File: config.mk
export PLATFORM = sky130hd
export DESIGN_NAME = dmuldiv_flat
export DESIGN_NICKNAME = d
export VERILOG_FILES = /design/src/rtl/dmuldiv_if.sv /design/src/rtl/dmuldiv.sv /design/src/flat_wrapper.sv
export SDC_FILE = /design/constraint.sdc
export NUM_CORES = 1
export LEC_CHECK = 0
export CAP_MARGIN = 20
export CORE_ASPECT_RATIO = 1.2
export CORE_MARGIN = 2
export CORE_UTILIZATION = 63
export CTS_BUF_LIST = sky130_fd_sc_hd__clkbuf_2
export CTS_CLUSTER_DIAMETER = 40
export CTS_CLUSTER_SIZE = 8
export DETAILED_ROUTE_END_ITERATION = 6
export HOLD_SLACK_MARGIN = 0.15
export PLACE_DENSITY = 0.89
export SLEW_MARGIN = 20
export SYNTH_ARGS = -nofsm -noshare
export SYNTH_HDL_FRONTEND = slang
export SYNTH_SLANG_ARGS = --single-unit
File: constraint.sdc
create_clock -name SYSCLK -period 11.9 [get_ports SYSCLK]
set_clock_uncertainty 0.2 [all_clocks]
set_input_delay 3.57 -clock SYSCLK [delete_from_list [all_inputs] [get_ports SYSCLK]]
set_output_delay 3.57 -clock SYSCLK [all_outputs]
set_load 0.05 [all_outputs]
File: src/rtl/dmuldiv_if.sv
// dmuldiv_if
//   E-stage connection between the pipeline and the multiply/divide unit.
//   master : pipeline side (drives hold, op code and operands)
//   slave  : dmuldiv side (returns CE0 result/select, stall and busy)
//   CLMI_RHOLD    pipeline hold (already includes MD_STALL_E)
//   MDOP_E_P      op code from P stage
//   REGA_E_R      rs operand / MT data
//   REGB_E_R      rt operand
//   CE0_RES_E     HI/LO read data for MFHI/MFLO
//   CE0_SEL_E_R   CE0 result select
//   MD_STALL_E    stall request
//   MD_BUSY       iteration in progress
interface dmuldiv_if;
  logic        CLMI_RHOLD;
  logic [3:0]  MDOP_E_P;
  logic [31:0] REGA_E_R;
  logic [31:0] REGB_E_R;
  logic [31:0] CE0_RES_E;
  logic        CE0_SEL_E_R;
  logic        MD_STALL_E;
  logic        MD_BUSY;

  modport master (
    output CLMI_RHOLD, MDOP_E_P, REGA_E_R, REGB_E_R,
    input  CE0_RES_E, CE0_SEL_E_R, MD_STALL_E, MD_BUSY
  );

  modport slave (
    input  CLMI_RHOLD, MDOP_E_P, REGA_E_R, REGB_E_R,
    output CE0_RES_E, CE0_SEL_E_R, MD_STALL_E, MD_BUSY
  );
endinterface

File: src/rtl/dmuldiv.sv
// dmuldiv
//   Iterative 32x32 multiply / 32/32 divide unit with HI/LO result registers,
//   one operand bit per cycle, feeding the E-stage CE0 result port.
// Ports
//   SYSCLK      core clock, rising edge
//   RESET_D2_R  asynchronous active-high reset
//   bus         dmuldiv_if.slave (hold, op, operands, CE0 result, stall, busy)
// Configuration
//   DMULDIV_EARLY_TERM_EN  when defined, a multiply finishes as soon as the
//                          remaining multiplier bits are all zero.
//
// state | meaning
// IDLE  | waiting for MULT*/DIV*; MT writes and MF reads serviced here
// MUL   | shift-add iteration, one multiplier bit per cycle
// DIV   | restoring division, one quotient bit per cycle
// FIX   | sign correction and HI/LO write, back to IDLE
module dmuldiv #(
  parameter int MD_ITER = 32,
  parameter int MD_CNTW = 6
) (
  input logic      SYSCLK,
  input logic      RESET_D2_R,
  dmuldiv_if.slave bus
);

  localparam logic [3:0] OP_NOP   = 4'd0;
  localparam logic [3:0] OP_MULT  = 4'd1;
  localparam logic [3:0] OP_MULTU = 4'd2;
  localparam logic [3:0] OP_DIV   = 4'd3;
  localparam logic [3:0] OP_DIVU  = 4'd4;
  localparam logic [3:0] OP_MFHI  = 4'd5;
  localparam logic [3:0] OP_MFLO  = 4'd6;
  localparam logic [3:0] OP_MTHI  = 4'd7;
  localparam logic [3:0] OP_MTLO  = 4'd8;

  localparam logic [MD_CNTW-1:0] CNT_LAST = MD_CNTW'(MD_ITER - 1);

  typedef enum logic [1:0] {
    ST_IDLE = 2'd0,
    ST_MUL  = 2'd1,
    ST_DIV  = 2'd2,
    ST_FIX  = 2'd3
  } state_t;

  state_t             state_q, state_d;
  logic [3:0]         mdop_q, mdop_d;
  logic               ce0_sel_q, ce0_sel_d;
  logic [MD_CNTW-1:0] cnt_q, cnt_d;
  logic [63:0]        acc_q, acc_d;      // MUL: product; DIV: {remainder, quotient}
  logic [63:0]        mcand_q, mcand_d;  // multiplicand, shifts left so acc stays aligned
  logic [31:0]        opb_q, opb_d;      // MUL: multiplier (shifts right); DIV: divisor
  logic               neg_res_q, neg_res_d;
  logic               neg_rem_q, neg_rem_d;
  logic               is_div_q, is_div_d;
  logic [31:0]        hi_q, hi_d;
  logic [31:0]        lo_q, lo_d;

  logic        is_md_op, is_hilo_op, op_signed, launch, mt_ok;
  logic        a_neg, b_neg;
  logic [31:0] abs_a, abs_b;
  logic [32:0] div_tmp;
  logic        div_ge;
  logic [31:0] div_sub;
  logic [63:0] prod_fix;
  logic [31:0] quo_fix, rem_fix;
  logic        mul_done;

  always_comb begin
    is_md_op   = (mdop_q == OP_MULT) || (mdop_q == OP_MULTU) ||
                 (mdop_q == OP_DIV)  || (mdop_q == OP_DIVU);
    is_hilo_op = is_md_op || (mdop_q == OP_MFHI) || (mdop_q == OP_MFLO) ||
                 (mdop_q == OP_MTHI) || (mdop_q == OP_MTLO);
    op_signed  = (mdop_q == OP_MULT) || (mdop_q == OP_DIV);
    launch     = (state_q == ST_IDLE) && is_md_op && !bus.CLMI_RHOLD;
    mt_ok      = (state_q == ST_IDLE) && !bus.CLMI_RHOLD;

    a_neg = op_signed && bus.REGA_E_R[31];
    b_neg = op_signed && bus.REGB_E_R[31];
    abs_a = a_neg ? (~bus.REGA_E_R + 32'd1) : bus.REGA_E_R;
    abs_b = b_neg ? (~bus.REGB_E_R + 32'd1) : bus.REGB_E_R;

    // Restoring step: partial remainder shifted left with the next dividend bit.
    // When it is >= divisor the true difference is < divisor, so 32 bits suffice.
    div_tmp = {acc_q[63:32], acc_q[31]};
    div_ge  = (div_tmp >= {1'b0, opb_q});
    div_sub = div_tmp[31:0] - opb_q;

    prod_fix = neg_res_q ? (~acc_q + 64'd1) : acc_q;
    quo_fix  = neg_res_q ? (~acc_q[31:0] + 32'd1) : acc_q[31:0];
    rem_fix  = neg_rem_q ? (~acc_q[63:32] + 32'd1) : acc_q[63:32];

`ifdef DMULDIV_EARLY_TERM_EN
    mul_done = (cnt_q == CNT_LAST) || (opb_q[31:1] == 31'd0);
`else
    mul_done = (cnt_q == CNT_LAST);
`endif
  end

  always_comb begin
    mdop_d    = bus.CLMI_RHOLD ? mdop_q : bus.MDOP_E_P;
    ce0_sel_d = (mdop_d == OP_MFHI) || (mdop_d == OP_MFLO);
    state_d   = state_q;
    cnt_d     = cnt_q;
    acc_d     = acc_q;
    mcand_d   = mcand_q;
    opb_d     = opb_q;
    neg_res_d = neg_res_q;
    neg_rem_d = neg_rem_q;
    is_div_d  = is_div_q;
    hi_d      = hi_q;
    lo_d      = lo_q;

    case (state_q)
      ST_IDLE: begin
        if (launch) begin
          is_div_d  = (mdop_q == OP_DIV) || (mdop_q == OP_DIVU);
          neg_res_d = a_neg ^ b_neg;
          neg_rem_d = a_neg;
          opb_d     = abs_b;
          cnt_d     = '0;
          if (is_div_d) begin
            acc_d   = {32'd0, abs_a};
            state_d = ST_DIV;
          end else begin
            acc_d   = 64'd0;
            mcand_d = {32'd0, abs_a};
            state_d = ST_MUL;
          end
        end else if (mt_ok && (mdop_q == OP_MTHI)) begin
          hi_d = bus.REGA_E_R;
        end else if (mt_ok && (mdop_q == OP_MTLO)) begin
          lo_d = bus.REGA_E_R;
        end
      end
      ST_MUL: begin
        if (opb_q[0]) acc_d = acc_q + mcand_q;
        mcand_d = {mcand_q[62:0], 1'b0};
        opb_d   = {1'b0, opb_q[31:1]};
        cnt_d   = cnt_q + MD_CNTW'(1);
        if (mul_done) state_d = ST_FIX;
      end
      ST_DIV: begin
        if (div_ge) acc_d = {div_sub, acc_q[30:0], 1'b1};
        else        acc_d = {div_tmp[31:0], acc_q[30:0], 1'b0};
        cnt_d = cnt_q + MD_CNTW'(1);
        if (cnt_q == CNT_LAST) state_d = ST_FIX;
      end
      ST_FIX: begin
        if (is_div_q) begin
          // Divide by zero: the algorithm already leaves |A| in the remainder,
          // and restoring the dividend sign yields the raw A for HI.
          lo_d = (opb_q == 32'd0) ? 32'hFFFF_FFFF : quo_fix;
          hi_d = rem_fix;
        end else begin
          hi_d = prod_fix[63:32];
          lo_d = prod_fix[31:0];
        end
        state_d = ST_IDLE;
      end
      default: state_d = ST_IDLE;
    endcase
  end

  always_ff @(posedge SYSCLK or posedge RESET_D2_R) begin
    if (RESET_D2_R) begin
      state_q   <= ST_IDLE;
      mdop_q    <= OP_NOP;
      ce0_sel_q <= 1'b0;
      cnt_q     <= '0;
      acc_q     <= 64'd0;
      mcand_q   <= 64'd0;
      opb_q     <= 32'd0;
      neg_res_q <= 1'b0;
      neg_rem_q <= 1'b0;
      is_div_q  <= 1'b0;
      hi_q      <= 32'd0;
      lo_q      <= 32'd0;
    end else begin
      state_q   <= state_d;
      mdop_q    <= mdop_d;
      ce0_sel_q <= ce0_sel_d;
      cnt_q     <= cnt_d;
      acc_q     <= acc_d;
      mcand_q   <= mcand_d;
      opb_q     <= opb_d;
      neg_res_q <= neg_res_d;
      neg_rem_q <= neg_rem_d;
      is_div_q  <= is_div_d;
      hi_q      <= hi_d;
      lo_q      <= lo_d;
    end
  end

  assign bus.CE0_SEL_E_R = ce0_sel_q;
  assign bus.CE0_RES_E   = (mdop_q == OP_MFHI) ? hi_q :
                           (mdop_q == OP_MFLO) ? lo_q : 32'd0;
  assign bus.MD_BUSY     = (state_q != ST_IDLE);
  assign bus.MD_STALL_E  = is_hilo_op && (state_q != ST_IDLE);

`ifndef SYNTHESIS
  a_legal_op: assert property (@(posedge SYSCLK) disable iff (RESET_D2_R)
    mdop_q <= OP_MTLO);
  a_no_idle_stall: assert property (@(posedge SYSCLK) disable iff (RESET_D2_R)
    !(bus.MD_STALL_E && (state_q == ST_IDLE)));
`endif

endmodule

File: src/flat_wrapper.sv
// flat-port wrapper written by rule: the top's interface ports become plain ports
module dmuldiv_flat 
#(
  parameter int MD_ITER = 32,
  parameter int MD_CNTW = 6
)
  (SYSCLK, RESET_D2_R, bus_CLMI_RHOLD, bus_MDOP_E_P, bus_REGA_E_R, bus_REGB_E_R, bus_CE0_RES_E, bus_CE0_SEL_E_R, bus_MD_STALL_E, bus_MD_BUSY);
  dmuldiv_if bus_i ();
  input logic SYSCLK;
  input logic RESET_D2_R;
  input wire logic [$bits(bus_i.CLMI_RHOLD)-1:0] bus_CLMI_RHOLD;
  input wire logic [$bits(bus_i.MDOP_E_P)-1:0] bus_MDOP_E_P;
  input wire logic [$bits(bus_i.REGA_E_R)-1:0] bus_REGA_E_R;
  input wire logic [$bits(bus_i.REGB_E_R)-1:0] bus_REGB_E_R;
  output wire logic [$bits(bus_i.CE0_RES_E)-1:0] bus_CE0_RES_E;
  output wire logic [$bits(bus_i.CE0_SEL_E_R)-1:0] bus_CE0_SEL_E_R;
  output wire logic [$bits(bus_i.MD_STALL_E)-1:0] bus_MD_STALL_E;
  output wire logic [$bits(bus_i.MD_BUSY)-1:0] bus_MD_BUSY;
  assign bus_i.CLMI_RHOLD = bus_CLMI_RHOLD;
  assign bus_i.MDOP_E_P = bus_MDOP_E_P;
  assign bus_i.REGA_E_R = bus_REGA_E_R;
  assign bus_i.REGB_E_R = bus_REGB_E_R;
  assign bus_CE0_RES_E = bus_i.CE0_RES_E;
  assign bus_CE0_SEL_E_R = bus_i.CE0_SEL_E_R;
  assign bus_MD_STALL_E = bus_i.MD_STALL_E;
  assign bus_MD_BUSY = bus_i.MD_BUSY;
  dmuldiv #(.MD_ITER(MD_ITER), .MD_CNTW(MD_CNTW)) u_core (.SYSCLK(SYSCLK), .RESET_D2_R(RESET_D2_R), .bus(bus_i));
endmodule
==> metrics.md <==
| Metric | Value |
|---|---|
| Clock slew at reported path FFs | `0.15 ns` |
| Worst vdd ir | `0.198 mV` |
| Synthesized Nets | `2711` |
| Status | `completed` |
| Clock root cell | `clkbuf_2` |
| Core box area | `~31000 um^2` |
| Final HPWL DP | `49.6 mm` |
| Main area contributors after synthesis | `dfrtp_1, nand2_1, ha_1, o21ai_0, a21oi_1` |
| Antenna Nets Post-Route | `0` |
| Die area | `33000 um^2` |
| Ys async rst share | `100%` |
| Leading area contributor after synthesis | `dfrtp_1` |
| DRC Markers | `0` |
| Drt first-iter violations | `between 2000 and 2500` |
| Total Routing Usage GR | `40.4%` |
| Clk_lat worst skew | `0.96 ns` |
| Worst-Margin Slew | `1.09 ns` |
| Initial Util | `63.6%` |
| Power Total | `about 0.0055 W` |
| Max Cap Violations | `0` |
| WS Path Type | `reg2out` |
| First drt pass iteration count | `6` |
| Post-synthesis sequential area ratio | `30.2%` |
| RSZ-0062 raised after global routing | `false` |
| Postcts setup bufs | `0` |
| Synth Instances | `2533` |
| CTS tree | `yes` |
| Fin nets | `2730` |
| Setup crit end kind | `output port` |
| Congestion Overflow GR | `0` |
| Port Buffers | `~110` |
| Chip height | `between 150 and 200 um` |
| Fin crit period | `7.31 ns` |
| Final hold vios | `0` |
| Fin Setup TNS | `0 ns` |
| Worst Path Required | `slightly above 8 ns` |
| Pleak | `around 9.5 nW` |
| IO Pins | `around 110` |
| Area growth syn-to-layout | `8.55%` |
| Post-synth cell types | `75` |
| EDFF count, synth | `0` |
| Number of synthesized register bits | `240` |
| Initial antenna violation count | `5` |
| Worst slew margin | `26.9%` |
| Clk sinks | `240` |
| Yosys top cell area share | `30.2%` |
| Total wire length | `67.4 mm` |
| Routed WL per cell | `~23 um` |
| Site Rows | `71` |
| Max-slew violations | `0` |
| Avg Cell Area, Syn | `7.85 um^2` |
| RD Place Congestion | `1.03` |
| Worst Setup Start Kind | `flop` |
| Die Span X | `166 um` |
| Final period utilization | `61.5%` |
| Yosys warns | `0` |
| H-tree Lvls | `2` |
| Setup-failing EPs final | `0` |
| Largest net degree at the start of global routing | `117` |
| Power density cells | `253 nW/um^2` |
| Via count | `20000` |
| Max FO, Critical Path | `32` |
| Vias per inst | `6.72` |
| First-pass GRT wire length | `105 mm` |
| # hold bufs at CTS | `0` |
| Num CTS Buffers | `43` |
| Share of cells above drive strength 1 | `5.36%` |
| Max Fclk | `around 140 MHz` |
| PostCTS Resize Cnt | `0` |
| Mapped Area | `between 15000 and 20000 um^2` |
| Vias in the first global route | `19400` |
| Worst Path Arrival | `3.54 ns` |
| Tightest Hold Check Type | `reg2reg` |
| Clk buf depth | `3` |
| Most used DFF post-synth | `dfrtp_1` |
## worst max-delay path: stages, from the launching register on
cell	delay, ns
dfrtp_1	0.51
nand3b_1	0.26
nor2_4	0.72
a22o_1	0.30
clkdlybuf4s50_1	0.81
## routing by layer
metal	track usage, %	wire length, um	vias to the layer above
li1	-	-	9189
met1	44.8	24000	9472
met2	70.3	32500	1016
met3	7.04	5270	326
met4	29.0	5560	4
met5	0	26	-
## report_power, final
part / switching, W / internal, W
Combinational: 0.00218 / 0.00120
Clock: 0.000348 / 0.000248
Sequential: 0.000367 / 0.00112
Total: 0.00290 / 0.00257
## logic make-up after synthesis
group,synth area share (%)
multiplexers,4.55
AO/OA/AOI/OAI,26.2
AND/OR/NAND/NOR,19.1
buffers and inverters,4.35
XOR/XNOR,8.76
flip-flops,30.2
adder cells (fa/ha/maj),6.81
## state kept, by name, indices dropped and copies added, names as in the netlist, 2 cells and up
signal	count
u_core.mcand_q	64
u_core.state_q	2
u_core.hi_q	32
u_core.opb_q	32
u_core.lo_q	32
u_core.cnt_q	6
u_core.mdop_q	4
u_core.acc_q	64
## metrics by stage
| stage | hold WS, ns | cells | utilization [%] | setup slack, ns | cell area, um^2 |
|---|---|---|---|---|---|
| 2_1_floorplan | 0.250 | 2533 | - | 1.54 | 19900 |
| 3_3_place_gp | 0.262 | 2908 | 67.4 | 4.92 | 21100 |
| 3_5_place_dp | 0.267 | 2908 | 67.4 | 4.84 | 21100 |
| 4_1_cts | 0.300 | 2977 | 69.0 | 4.56 | 21600 |
| 5_1_grt | 0.307 | 2978 | 69.1 | 4.47 | 21600 |
| 6_report | 0.300 | 2979 | 69.1 | 4.59 | 21600 |
## final timing paths
path,depth (start not counted),slack [ns],from,to
min in group asynchronous,2,2.91,RESET_D2_R,u_core.lo_q[13]$_DFFE_PP0P_
worst min register to register,2,0.30,u_core.hi_q[30]$_DFFE_PP0P_,u_core.hi_q[30]$_DFFE_PP0P_
worst min-delay path,2,0.30,u_core.hi_q[30]$_DFFE_PP0P_,u_core.hi_q[30]$_DFFE_PP0P_
worst max-delay path,4,4.59,u_core.mdop_q[3]$_DFF_PP0_,bus_CE0_RES_E[24]
max in group asynchronous,3,7.14,RESET_D2_R,u_core.mdop_q[1]$_DFF_PP0_
worst max register to register,12,7.27,u_core.acc_q[0]$_DFFE_PP0P_,u_core.acc_q[56]$_DFFE_PP0P_
## synthesized netlist by cell type, types with 5 or more instances
cell type  instances
nor2_1           200
clkbuf_1         128
nand4_1           26
dfrtp_1          240
o211ai_1          19
o221ai_1          11
o31ai_1           25
o22ai_1           34
a21oi_1          224
a21o_1            49
xor2_1            85
a31o_2             5
xnor2_1          114
buf_1             17
o41ai_2            5
o21a_1            22
or3_1             20
o21bai_1          22
buf_2              5
ha_1             105
and2_1            10
nor4_1            22
nand2b_1          22
nor2b_1           11
mux2i_1           77
o41ai_1            9
inv_1             76
and3_1            10
o21ai_1           15
a31oi_1           19
a211oi_1          16
nor3b_1            6
nor3_1            37
o21ai_0          239
nand3_1           78
or4_1             10
mux2_2            12
a221oi_1          28
a22o_1            38
a21boi_0           7
a22oi_1           17
nand2_1          359
## cells in the final DEF (no fill, tap or decap), types with 22 or more instances in the layout
master,n
mux2i_1,77
a21oi_1,224
nor2_1,199
o21bai_1,22
nor3_1,37
xnor2_1,114
nand3_1,78
nand2b_1,22
xor2_1,85
clkdlybuf4s50_1,105
nand4_1,26
a22o_1,38
o21ai_0,238
nor4_1,22
dfrtp_1,240
a221oi_1,28
nand2_1,357
inv_1,74
ha_1,103
o31ai_1,25
clkbuf_2,48
o22ai_1,34
o21a_1,22
a21o_1,48
## area by class of cell
type / instances / area [um^2]
fill: 2607 / 9670
timing repair buffer: 125 / 1200
tap: 401 / 502
sequential: 240 / 6010
multi-input combinational: 2066 / 13100
antenna: 2 / 5.00
inverter: 76 / 293
clock buffer: 48 / 240
clock inverter: 21 / 259
No activity file was read; power rests on OpenSTA's default activity.
